$ cat src/rtl/cache_mem_arbiter.sv
// Arbiter that lets the I-cache and D-cache share one burst memory port.
// A whole 256-bit line moves as four 64-bit beats. Reads fill a line buffer
// that both caches see. Writebacks come only from the D-cache and stream
// d_wdata out one beat at a time.
module cache_mem_arbiter #(
  parameter int unsigned RR_EN = 1
) (
  input  logic         clk,
  input  logic         rst,
  input  logic [31:0]  i_addr,
  input  logic         i_read,
  output logic [255:0] i_rdata,
  output logic         i_resp,
  input  logic [31:0]  d_addr,
  input  logic         d_read,
  input  logic         d_write,
  input  logic [255:0] d_wdata,
  output logic [255:0] d_rdata,
  output logic         d_resp,
  output logic [31:0]  bmem_addr,
  output logic         bmem_read,
  output logic         bmem_write,
  output logic [63:0]  bmem_wdata,
  input  logic         bmem_ready,
  input  logic [63:0]  bmem_rdata,
  input  logic         bmem_rvalid
);

  typedef enum logic [2:0] {StIdle, StRdIssue, StRdWait, StWrBurst, StResp} state_e;

  state_e         state_q;
  logic           owner_d_q;  // 1: D-cache owns the current transaction
  logic           last_d_q;   // 1: D-cache was served last
  logic [1:0]     beat_q;
  logic [255:0]   line_q;

  logic           i_req;
  logic           d_req;
  logic           grant_d;
  logic [31:0]    grant_addr;

  // Choose the winner among pending requests and select the beat to write.
  always_comb begin
    i_req = i_read;
    d_req = d_read | d_write;
    if (i_req && d_req) begin
      grant_d = (RR_EN == 0) ? 1'b1 : !last_d_q;
    end else begin
      grant_d = d_req;
    end
    grant_addr = grant_d ? d_addr : i_addr;
    bmem_wdata = bmem_write ? d_wdata[{beat_q, 6'd0} +: 64] : '0;
  end

  // Both caches read the same line buffer. It holds its value until the next fill.
  assign i_rdata = line_q;
  assign d_rdata = line_q;

  // Transaction FSM with registered command and response outputs.
  always_ff @(posedge clk) begin
    if (rst) begin
      state_q    <= StIdle;
      owner_d_q  <= 1'b0;
      last_d_q   <= 1'b0;
      beat_q     <= 2'd0;
      line_q     <= '0;
      bmem_addr  <= '0;
      bmem_read  <= 1'b0;
      bmem_write <= 1'b0;
      i_resp     <= 1'b0;
      d_resp     <= 1'b0;
    end else begin
      i_resp <= 1'b0;
      d_resp <= 1'b0;
      unique case (state_q)
        StIdle: begin
          if (i_req || d_req) begin
            owner_d_q <= grant_d;
            bmem_addr <= grant_addr & 32'hffff_ffe0;
            beat_q    <= 2'd0;
            // If read and write are both raised, the write wins.
            if (grant_d && d_write) begin
              bmem_write <= 1'b1;
              state_q    <= StWrBurst;
            end else begin
              bmem_read <= 1'b1;
              state_q   <= StRdIssue;
            end
          end
        end
        StRdIssue: begin
          if (bmem_ready) begin
            bmem_read <= 1'b0;
            state_q   <= StRdWait;
          end
        end
        StRdWait: begin
          if (bmem_rvalid) begin
            line_q[{beat_q, 6'd0} +: 64] <= bmem_rdata;
            beat_q <= beat_q + 2'd1;
            if (beat_q == 2'd3) begin
              i_resp  <= !owner_d_q;
              d_resp  <= owner_d_q;
              state_q <= StResp;
            end
          end
        end
        StWrBurst: begin
          if (bmem_ready) begin
            beat_q <= beat_q + 2'd1;
            if (beat_q == 2'd3) begin
              bmem_write <= 1'b0;
              d_resp     <= 1'b1;
              state_q    <= StResp;
            end
          end
        end
        StResp: begin
          last_d_q <= owner_d_q;
          state_q  <= StIdle;
        end
        default: state_q <= StIdle;
      endcase
    end
  end

endmodule

$ cat config.mk
export PLATFORM = sky130hd
export DESIGN_NAME = cache_mem_arbiter
export DESIGN_NICKNAME = d
export VERILOG_FILES = /design/src/rtl/cache_mem_arbiter.sv
export SDC_FILE = /design/constraint.sdc
export NUM_CORES = 1
export LEC_CHECK = 0
export CORE_AREA = 2 2 396 398
export CTS_CLUSTER_DIAMETER = 30
export DETAILED_ROUTE_END_ITERATION = 10
export DIE_AREA = 0 0 398 400
export GPL_TIMING_DRIVEN = 0
export HOLD_SLACK_MARGIN = 0.15
export PLACE_DENSITY = 0.34
export SYNTH_ARGS = -nofsm -noshare
export SYNTH_HDL_FRONTEND = slang
export SYNTH_SLANG_ARGS = --single-unit
$ cat constraint.sdc
create_clock -name clk -period 2.5 [get_ports clk]
set_clock_uncertainty 0.2 [all_clocks]
set_input_delay 0.75 -clock clk [delete_from_list [all_inputs] [get_ports clk]]
set_output_delay 0.75 -clock clk [all_outputs]
set_load 0.01 [all_outputs]
After elaboration in Yosys (flattened, before gate mapping)
Cells that the tools add are included.
- bits in registers: 294
- latch bits: 0
- RAM bits: 0
- bits in read-only memories: 0
- input port bits: 391
- memories kept: 0
- add/sub/neg operators: 2
- multipliers: 0
- divide/modulo/power cells: 0
- $lt $le $gt $ge: 0
- eq/ne operators: 12
- shift-type cells: 3
- multiplexer cells: 29
- bitwise gates (word level): 4
- reduce and logical (&&, ||, !) cells: 16
- operators by type and width (operator ; count):
    bitwise mux 256 bit ; 1
    variable shift 64 x 10 -> 256 bit (first input constant) ; 1
    variable part select 256 x 9 -> 64 bit ; 1
    variable part select 64 x 10 -> 256 bit ; 1
    two-way mux 64 bit ; 1
    two-way mux 32 bit ; 1
    two-way mux 3 bit ; 5
    inequality test 2 bit (second input constant) ; 7
    two-way mux 1 bit ; 12
    one-hot mux 3 bit (4 select lines) ; 1
    AND reduction 4 bit ; 3
    negator 8 -> 10 bit ; 1
    two-way mux 2 bit ; 4
    == test 3 x 2 -> 1 bit (second input constant) ; 2
    one-hot mux 1 bit (2 select lines) ; 3
    one-hot mux 2 bit (3 select lines) ; 1
    AND reduction 5 bit ; 1
    AND reduction 2 bit ; 2
    nonzero test 2 bit ; 2
    OR reduction 4 bit ; 1
    == test 3 x 1 -> 1 bit (second input constant) ; 1
    == test 3 bit (second input constant) ; 1
    zero test 3 bit ; 1
    inverter 1 bit ; 3
    other kinds (7) ; 9

Longest topological paths before layout
Gate-level depths: netlist (run 1).
- word-level depth: 7
- gate-level depth with buffers: 9
- mapped depth without buffers: 5

Worst setup path before layout (run 1)
OpenSTA, ideal clock, no wires.
- kind: reg-to-output
- start: register beat_q[0]
- end: output bmem_wdata[10]
- arrival: 1.487 ns
- required time: 1.550 ns
- setup slack: 0.063 ns
- cell stages (with the launch flop): 5
- path through: dfxtp_1 buf_6 buf_2 mux4_2 and2_1
- longest elaborated chain between the ends: 2
- ends and longest elaborated chain (item ; line ; source):
    from (decl) ; 34 ; logic [1:0] beat_q;
    from (signal assigned) ; 100 ; beat_q <= beat_q + 2'd1;
    from (signal assigned) ; 110 ; beat_q <= beat_q + 2'd1;
    variable part select 256 x 9 -> 64 bit ; 52 ; bmem_wdata = bmem_write ? d_wdata[{beat_q, 6'd0} +: 64] : '0;
    two-way mux 64 bit ; 52 ;
    to (decl) ; 23 ; output logic [63:0] bmem_wdata,
Every way passes these cells.

Worst setup path after layout (run 1)
Ends and elaborated chain as after synthesis.

==> impl_metrics.json, run 1 <==
{
  "worstRegToRegCells": 10,
  "worst-r2r-setup-slack_ps": -20,
  "gp_congestion": 0.907,
  "cts_buffers": 96,
  "crit_required_ps": 1550,
  "postCtsHoldBufs": 0,
  "rsz0062_at_grt": "true",
  "syn_to_final_growth_pct": 108,
  "path_clk_slew_ps": 40,
  "crit_end": "bmem_wdata[10]",
  "regToRegEndpoint": "d_rdata[148]$_SDFFE_PP0P_",
  "die_area_um2": 159000,
  "post-dp-hpwl_um": 115000,
  "ys_types": 46,
  "cts_root_buffer": "clkbuf_16",
  "critical-path-max-stage-delay_ps": 480,
  "fillers": 17307,
  "grt_max_degree": 20,
  "clock-sinks": 294,
  "cts_tree": "yes",
  "maxCapViolCount": 0,
  "ys.flop_type": "dfxtp_1",
  "tightest_slew_ps": 910,
  "syn_area_um2": 15900,
  "critPathTopFamily": "buffers and inverters",
  "instances_no_fill": 5146,
  "antenna_found_initial": 52,
  "die_h_um": 400,
  "arrival_ps": 2300,
  "synthCells": 1834,
  "worstSkewPairLatency_ps": 690,
  "syn_area_per_cell_um2": 8.69,
  "violations": "negative setup slack",
  "post-route-drc-count": 0,
  "ant_nets": 0,
  "clock_path_buffers": 3,
  "cpMaxStageDelayCell": "mux4_2",
  "setup_viol": 66,
  "io_pins": 1003,
  "portBuffers": 986,
  "critPathLaunchType": "flip-flop",
  "path_class": "flip-flop to primary output",
  "die_x_um": 398,
  "final_core_util": 0.214,
  "worstPathBufferInverterCount": 4,
  "slew-limit-headroom": 0.394,
  "initial_core_util": 0.103,
  "synth_edf_count": 0,
  "synthArstFlopShare": 0,
  "peakVddDrop_mv": 0.599,
  "powerDensity_nw_per_um2": 653,
  "drv_slew": 0,
  "vias_per_cell": 3.85,
  "r2r_start": "beat_q[1]$_SDFFE_PP0P_",
  "synth_warnings": 0,
  "status": "complete, but fails checks",
  "crit_chain": "buf_12, buf_16, buf_12, mux4_2, and2_1, buf_2",
  "total_power_mw": 21.7,
  "fin_crit_sh": 1.30,
  "fmax_mhz": 308,
  "yosys.area.top_type": "dfxtp_1",
  "grt_use_total": 0.172,
  "crit_path_max_fanout": 7,
  "grt.overflow.total": 0,
  "yosys-top-cells-area": "dfxtp_1 37%, buf_4 13%, nand4_1 10%",
  "h-tree-depth": 3,
  "drtIter0Drc": 1255,
  "dr.pass1.iters": 7,
  "rows": 145,
  "wl_um": 142000,
  "ys_seq_elements": 294,
  "placed_cells": 4882,
  "nets": 3370,
  "setup_ws_ps": -746,
  "crit_start": "beat_q[0]$_SDFFE_PP0P_",
  "ys_seq_area_frac": 0.369,
  "cellLeakagePower_nw": 14.4,
  "layout-drive-gt1-share": 0.340,
  "grt_pass1_vias": 19837,
  "via_count": 19824,
  "grt_pass1_wl_um": 184000,
  "fin_tns_setup_ps": -42230,
  "synth_top_area_frac": 0.369,
  "worstHoldPathType": "flip-flop to flip-flop",
  "cp.depth": 6,
  "crit_path_end_kind": "primary output",
  "hold_violations": 0,
  "wire_per_inst_um": 27.6,
  "fin_crit_ps": 3250,
  "cp_common_cell": "buf_12",
  "coreArea_um2": 155000
}
[tightest hold or removal path: stages (launching register included)]
cell and delay, ps:
dfxtp_1 310, o21ai_0 70, a21oi_1 60
[routing by layer]
layer / part of all wire / vias to the layer above / global-route usage
met4: 0.019 / 6 / 0.0427
met3: 0.072 / 137 / 0.0450
li1: - / 8922 / -
met2: 0.46 / 891 / 0.276
met5: 0.00029 / - / 0
met1: 0.45 / 9868 / 0.227
[state kept, by name (all words and copies together) (netlist names)]
signal	cells
beat_q	2
bmem_write	1
last_d_q	1
bmem_addr	27
owner_d_q	1
d_resp	1
state_q	3
bmem_read	1
i_resp	1
d_rdata	256
[kinds of logic after synthesis]
group,synth area share
muxes,0.0917
and+or+nand+nor,0.150
adders and majority gates,0.00471
AOI/OAI and AO/OA,0.194
other,0.000235
buffers and inverters,0.190
DFF,0.369
[cell type report]
cell class                 instances  area (um2)  share of cell area
timing repair buffer            1043        9940               0.299
multi-input combinational       1065        7250               0.218
sequential                       294        6330               0.191
buffer                           465        3550               0.107
clock buffer                     136        2810              0.0847
tap                             2058        2570              0.0775
clock inverter                    45         596              0.0179
antenna                           32        80.1             0.00241
inverter                           8        71.3             0.00215
[worst min-delay path by stage]
stage / startpoint / to / slack, ps / cells past startpoint
after global placement: d_rdata[78]$_SDFFE_PP0P_ / d_rdata[78]$_SDFFE_PP0P_ / 280 / 2
final: d_rdata[81]$_SDFFE_PP0P_ / d_rdata[81]$_SDFFE_PP0P_ / 290 / 2
after floorplan: owner_d_q$_SDFFE_PP0P_ / i_resp$_SDFF_PP0_ / 240 / 1
after detailed placement: d_rdata[93]$_SDFFE_PP0P_ / d_rdata[93]$_SDFFE_PP0P_ / 290 / 2
after CTS: d_rdata[87]$_SDFFE_PP0P_ / d_rdata[87]$_SDFFE_PP0P_ / 300 / 2
after global routing: d_rdata[105]$_SDFFE_PP0P_ / d_rdata[105]$_SDFFE_PP0P_ / 320 / 2
[power breakdown]
group          total [mW]  switching (mW)  internal (mW)
Sequential           4.93           0.142           4.79
Clock                12.6            3.76           8.89
Combinational        4.11            2.19           1.93
[layout by cell type, fill, tap and decap left out, types with 5 or more instances in the layout]
cell type | synthesis | layout
dlygate4sd2_1 | 0 | 503
clkbuf_2 | 1 | 35
o21ai_0 | 242 | 242
mux4_2 | 64 | 64
clkdlybuf4s15_2 | 0 | 17
buf_4 | 278 | 306
clkbuf_1 | 133 | 85
a21oi_1 | 289 | 278
clkbuf_4 | 0 | 9
clkdlybuf4s15_1 | 0 | 18
a311oi_1 | 27 | 27
clkdlybuf4s50_1 | 0 | 379
buf_2 | 42 | 31
conb_1 | 1 | 5
diode_2 | 0 | 32
bufinv_16 | 0 | 12
dfxtp_2 | 0 | 113
and2_4 | 0 | 47
and2_1 | 64 | 17
buf_6 | 17 | 96
buf_16 | 0 | 6
clkbuf_16 | 0 | 103
a21oi_2 | 0 | 11
buf_12 | 0 | 19
clkinv_2 | 0 | 29
dfxtp_4 | 0 | 81
nand4_1 | 256 | 256
clkbuf_8 | 0 | 31
dfxtp_1 | 294 | 100
buf_8 | 0 | 6
nand2_1 | 56 | 56
o21ai_1 | 16 | 16
[cell usage after synthesis, types with 2 or more instances]
cell type and instances:
o21ai_0 242, o21ai_1 16, a311oi_1 27, and2_1 64, nand2_1 56, inv_1 4
nor3_1 3, mux2i_1 2, buf_2 42, nor2_1 4, nor4_1 2, buf_4 278
nand4_1 256, or3_1 4, clkbuf_1 133, ha_1 6, dfxtp_1 294, a21oi_1 289
clkinv_1 4, nor3b_1 3, mux4_2 64, buf_6 17
[timing repair]
item,4_1_cts,5_1_grt
pin swaps,24,31
gates cloned,5,1
gates resized for setup,1430,101
buffers inserted,45,10
endpoints found under the setup margin,864,275
[stage by stage]
stage	hold WS (ps)	setup WS, ps	instance area, um2
2_1_floorplan	238	63.4	16000
3_5_place_dp	292	-1480	28400
6_report	288	-746	33200
4_1_cts	295	-837	32800
5_1_grt	315	-834	33100
3_3_place_gp	275	-2240	28400
Power figures use the tool's default switching activity.
==> run 2, diff against run 1 <==
GPL_TIMING_DRIVEN = unset   (was 0)
RECOVER_POWER = 25   (was unset)
==> impl_metrics.json, run 2 (same netlist as run 1, synthesis figures left out) <==
{
  "drv_slew": 0,
  "antenna_found_initial": 33,
  "path_class": "flip-flop to primary output",
  "worst-r2r-setup-slack_ps": 30,
  "fin_crit_sh": 1.27,
  "cpMaxStageDelayCell": "mux4_2",
  "crit_path_max_fanout": 8,
  "grt.overflow.total": 0,
  "dr.pass1.iters": 8,
  "layout-drive-gt1-share": 0.240,
  "final_cell_mix": "528 x dlygate4sd2_1, 378 x clkdlybuf4s50_1, 267 x a21oi_1, 256 x nand4_1, 242 x o21ai_0",
  "die_x_um": 398,
  "post-route-drc-count": 0,
  "grt_pass1_wl_um": 160000,
  "crit_start": "beat_q[0]$_SDFFE_PP0P_",
  "worstRegToRegCells": 10,
  "h-tree-depth": 3,
  "final_common_cell": "dlygate4sd2_1",
  "worstHoldPathType": "flip-flop to flip-flop",
  "fmax_mhz": 316,
  "r2r_start": "beat_q[1]$_SDFFE_PP0P_",
  "critical-path-max-stage-delay_ps": 500,
  "syn_to_final_growth_pct": 97.2,
  "cp_common_cell": "buf_12",
  "setup_ws_ps": -665,
  "die_h_um": 400,
  "die_area_um2": 159000,
  "path_clk_slew_ps": 40,
  "crit_end": "bmem_wdata[12]",
  "drtIter0Drc": 1383,
  "wire_per_inst_um": 25.7,
  "initial_core_util": 0.103,
  "ant_nets": 0,
  "regToRegEndpoint": "d_rdata[49]$_SDFFE_PP0P_",
  "tightest_slew_ps": 1210,
  "clock-sinks": 294,
  "rsz0062_at_grt": "true",
  "critPathLaunchType": "flip-flop",
  "arrival_ps": 2220,
  "vias_per_cell": 3.87,
  "grt_use_total": 0.145,
  "setup_viol": 176,
  "crit_path_end_kind": "primary output",
  "grt_max_degree": 96,
  "cellLeakagePower_nw": 13.2,
  "worstSkewPairLatency_ps": 640,
  "crit_chain": "buf_12, buf_12, buf_12, mux4_2, and2_4, buf_6",
  "io_pins": 1003,
  "fillers": 17278,
  "peakVddDrop_mv": 0.575,
  "gp_congestion": 0.974,
  "powerDensity_nw_per_um2": 662,
  "fin_crit_ps": 3170,
  "rows": 145,
  "coreArea_um2": 155000,
  "via_count": 18707,
  "holdWs_ps": 269,
  "clock_path_buffers": 3,
  "cts_buffers": 99,
  "largest_reg_flops": 256,
  "wl_um": 124000,
  "hold_violations": 0,
  "grt_pass1_vias": 18513,
  "violations": "negative setup slack",
  "maxCapViolCount": 0,
  "cts_root_buffer": "clkbuf_16",
  "post-dp-hpwl_um": 95100,
  "nets": 3065,
  "holdPathStages": 2,
  "portBuffers": 987,
  "crit_required_ps": 1550,
  "total_power_mw": 20.8,
  "status": "complete, but fails checks",
  "cts_tree": "yes",
  "slew-limit-headroom": 0.193
}
==> run 2: changes by cell type in the layout (fill, tap and decap cells not counted), moves of 25 or more <==
| cell | delta |
|---|---|
| buf_4 | -205 |
| dfxtp_2 | -70 |
| dlygate4sd2_1 | +25 |
| clkbuf_2 | -30 |
| buf_6 | -39 |
| clkbuf_1 | -57 |
| dfxtp_1 | +128 |
| dfxtp_4 | -58 |
| buf_12 | +51 |
==> run 2: power by group <==
| part | internal, mW | total [mW] | switching [mW] |
|---|---|---|---|
| logic | 1.91 | 3.92 | 2.01 |
| registers | 4.85 | 4.99 | 0.147 |
| clock network | 8.19 | 11.9 | 3.70 |
==> run 2: worst min-delay path by stage <==
stage	from	end	slack (ps)
floorplan	owner_d_q$_SDFFE_PP0P_	i_resp$_SDFF_PP0_	240
global placement	d_rdata[60]$_SDFFE_PP0P_	d_rdata[60]$_SDFFE_PP0P_	270
detailed placement	bmem_read$_SDFFE_PP0P_	bmem_read$_SDFFE_PP0P_	270
CTS	bmem_read$_SDFFE_PP0P_	bmem_read$_SDFFE_PP0P_	280
global route	d_rdata[60]$_SDFFE_PP0P_	d_rdata[60]$_SDFFE_PP0P_	300
finish	bmem_read$_SDFFE_PP0P_	bmem_read$_SDFFE_PP0P_	270
==> run 2: critical path, delay by kind of cell, from the launching register on <==
family	cells	cell delay (ps)
and+or+nand+nor	1	180
DFF	1	360
muxes	1	500
buffers and inverters	4	530
==> run 2: through the flow <==
stage | setup slack [ps] | std cells | util | setup TNS, ps | cell area (um2)
5_1_grt | -778 | 4807 | 0.202 | -63140 | 31400
3_5_place_dp | -1080 | 4569 | 0.177 | -89000 | 27500
6_report | -665 | 4828 | 0.203 | -41940 | 31400
4_1_cts | -746 | 4781 | 0.198 | -43700 | 30700
3_3_place_gp | -1090 | 4569 | 0.177 | -82630 | 27500
2_1_floorplan | 63.4 | 1838 | - | 0 | 16000
==> run 2: final cells by class <==
cell class                 instances  area [um2]  area share
clock buffer                     156        2980      0.0949
clock inverter                    23         305     0.00971
antenna                           24        60.1     0.00191
tap                             2058        2570      0.0819
sequential                       294        6030       0.192
timing repair buffer            1200       12100       0.385
inverter                           8        40.0     0.00127
multi-input combinational       1065        7350       0.234
==> run 2: layer usage <==
metal,vias up,share of wire,track usage
met5,-,0.00055,0
met4,10,0.021,0.0365
met3,140,0.076,0.0406
met2,959,0.46,0.233
met1,9335,0.44,0.190
li1,8263,-,-
==> run 2: repair_timing <==
| item | 4_1_cts | 5_1_grt |
|---|---|---|
| resized for setup | 1041 | 71 |
| buffers inserted | 29 | 11 |
| pin swaps | 40 | 110 |
| setup endpoints to repair | 796 | 237 |
| cloned | 3 | 12 |
| hold buffers | 1 | 0 |
| endpoints found under the hold margin | 14 | 0 |
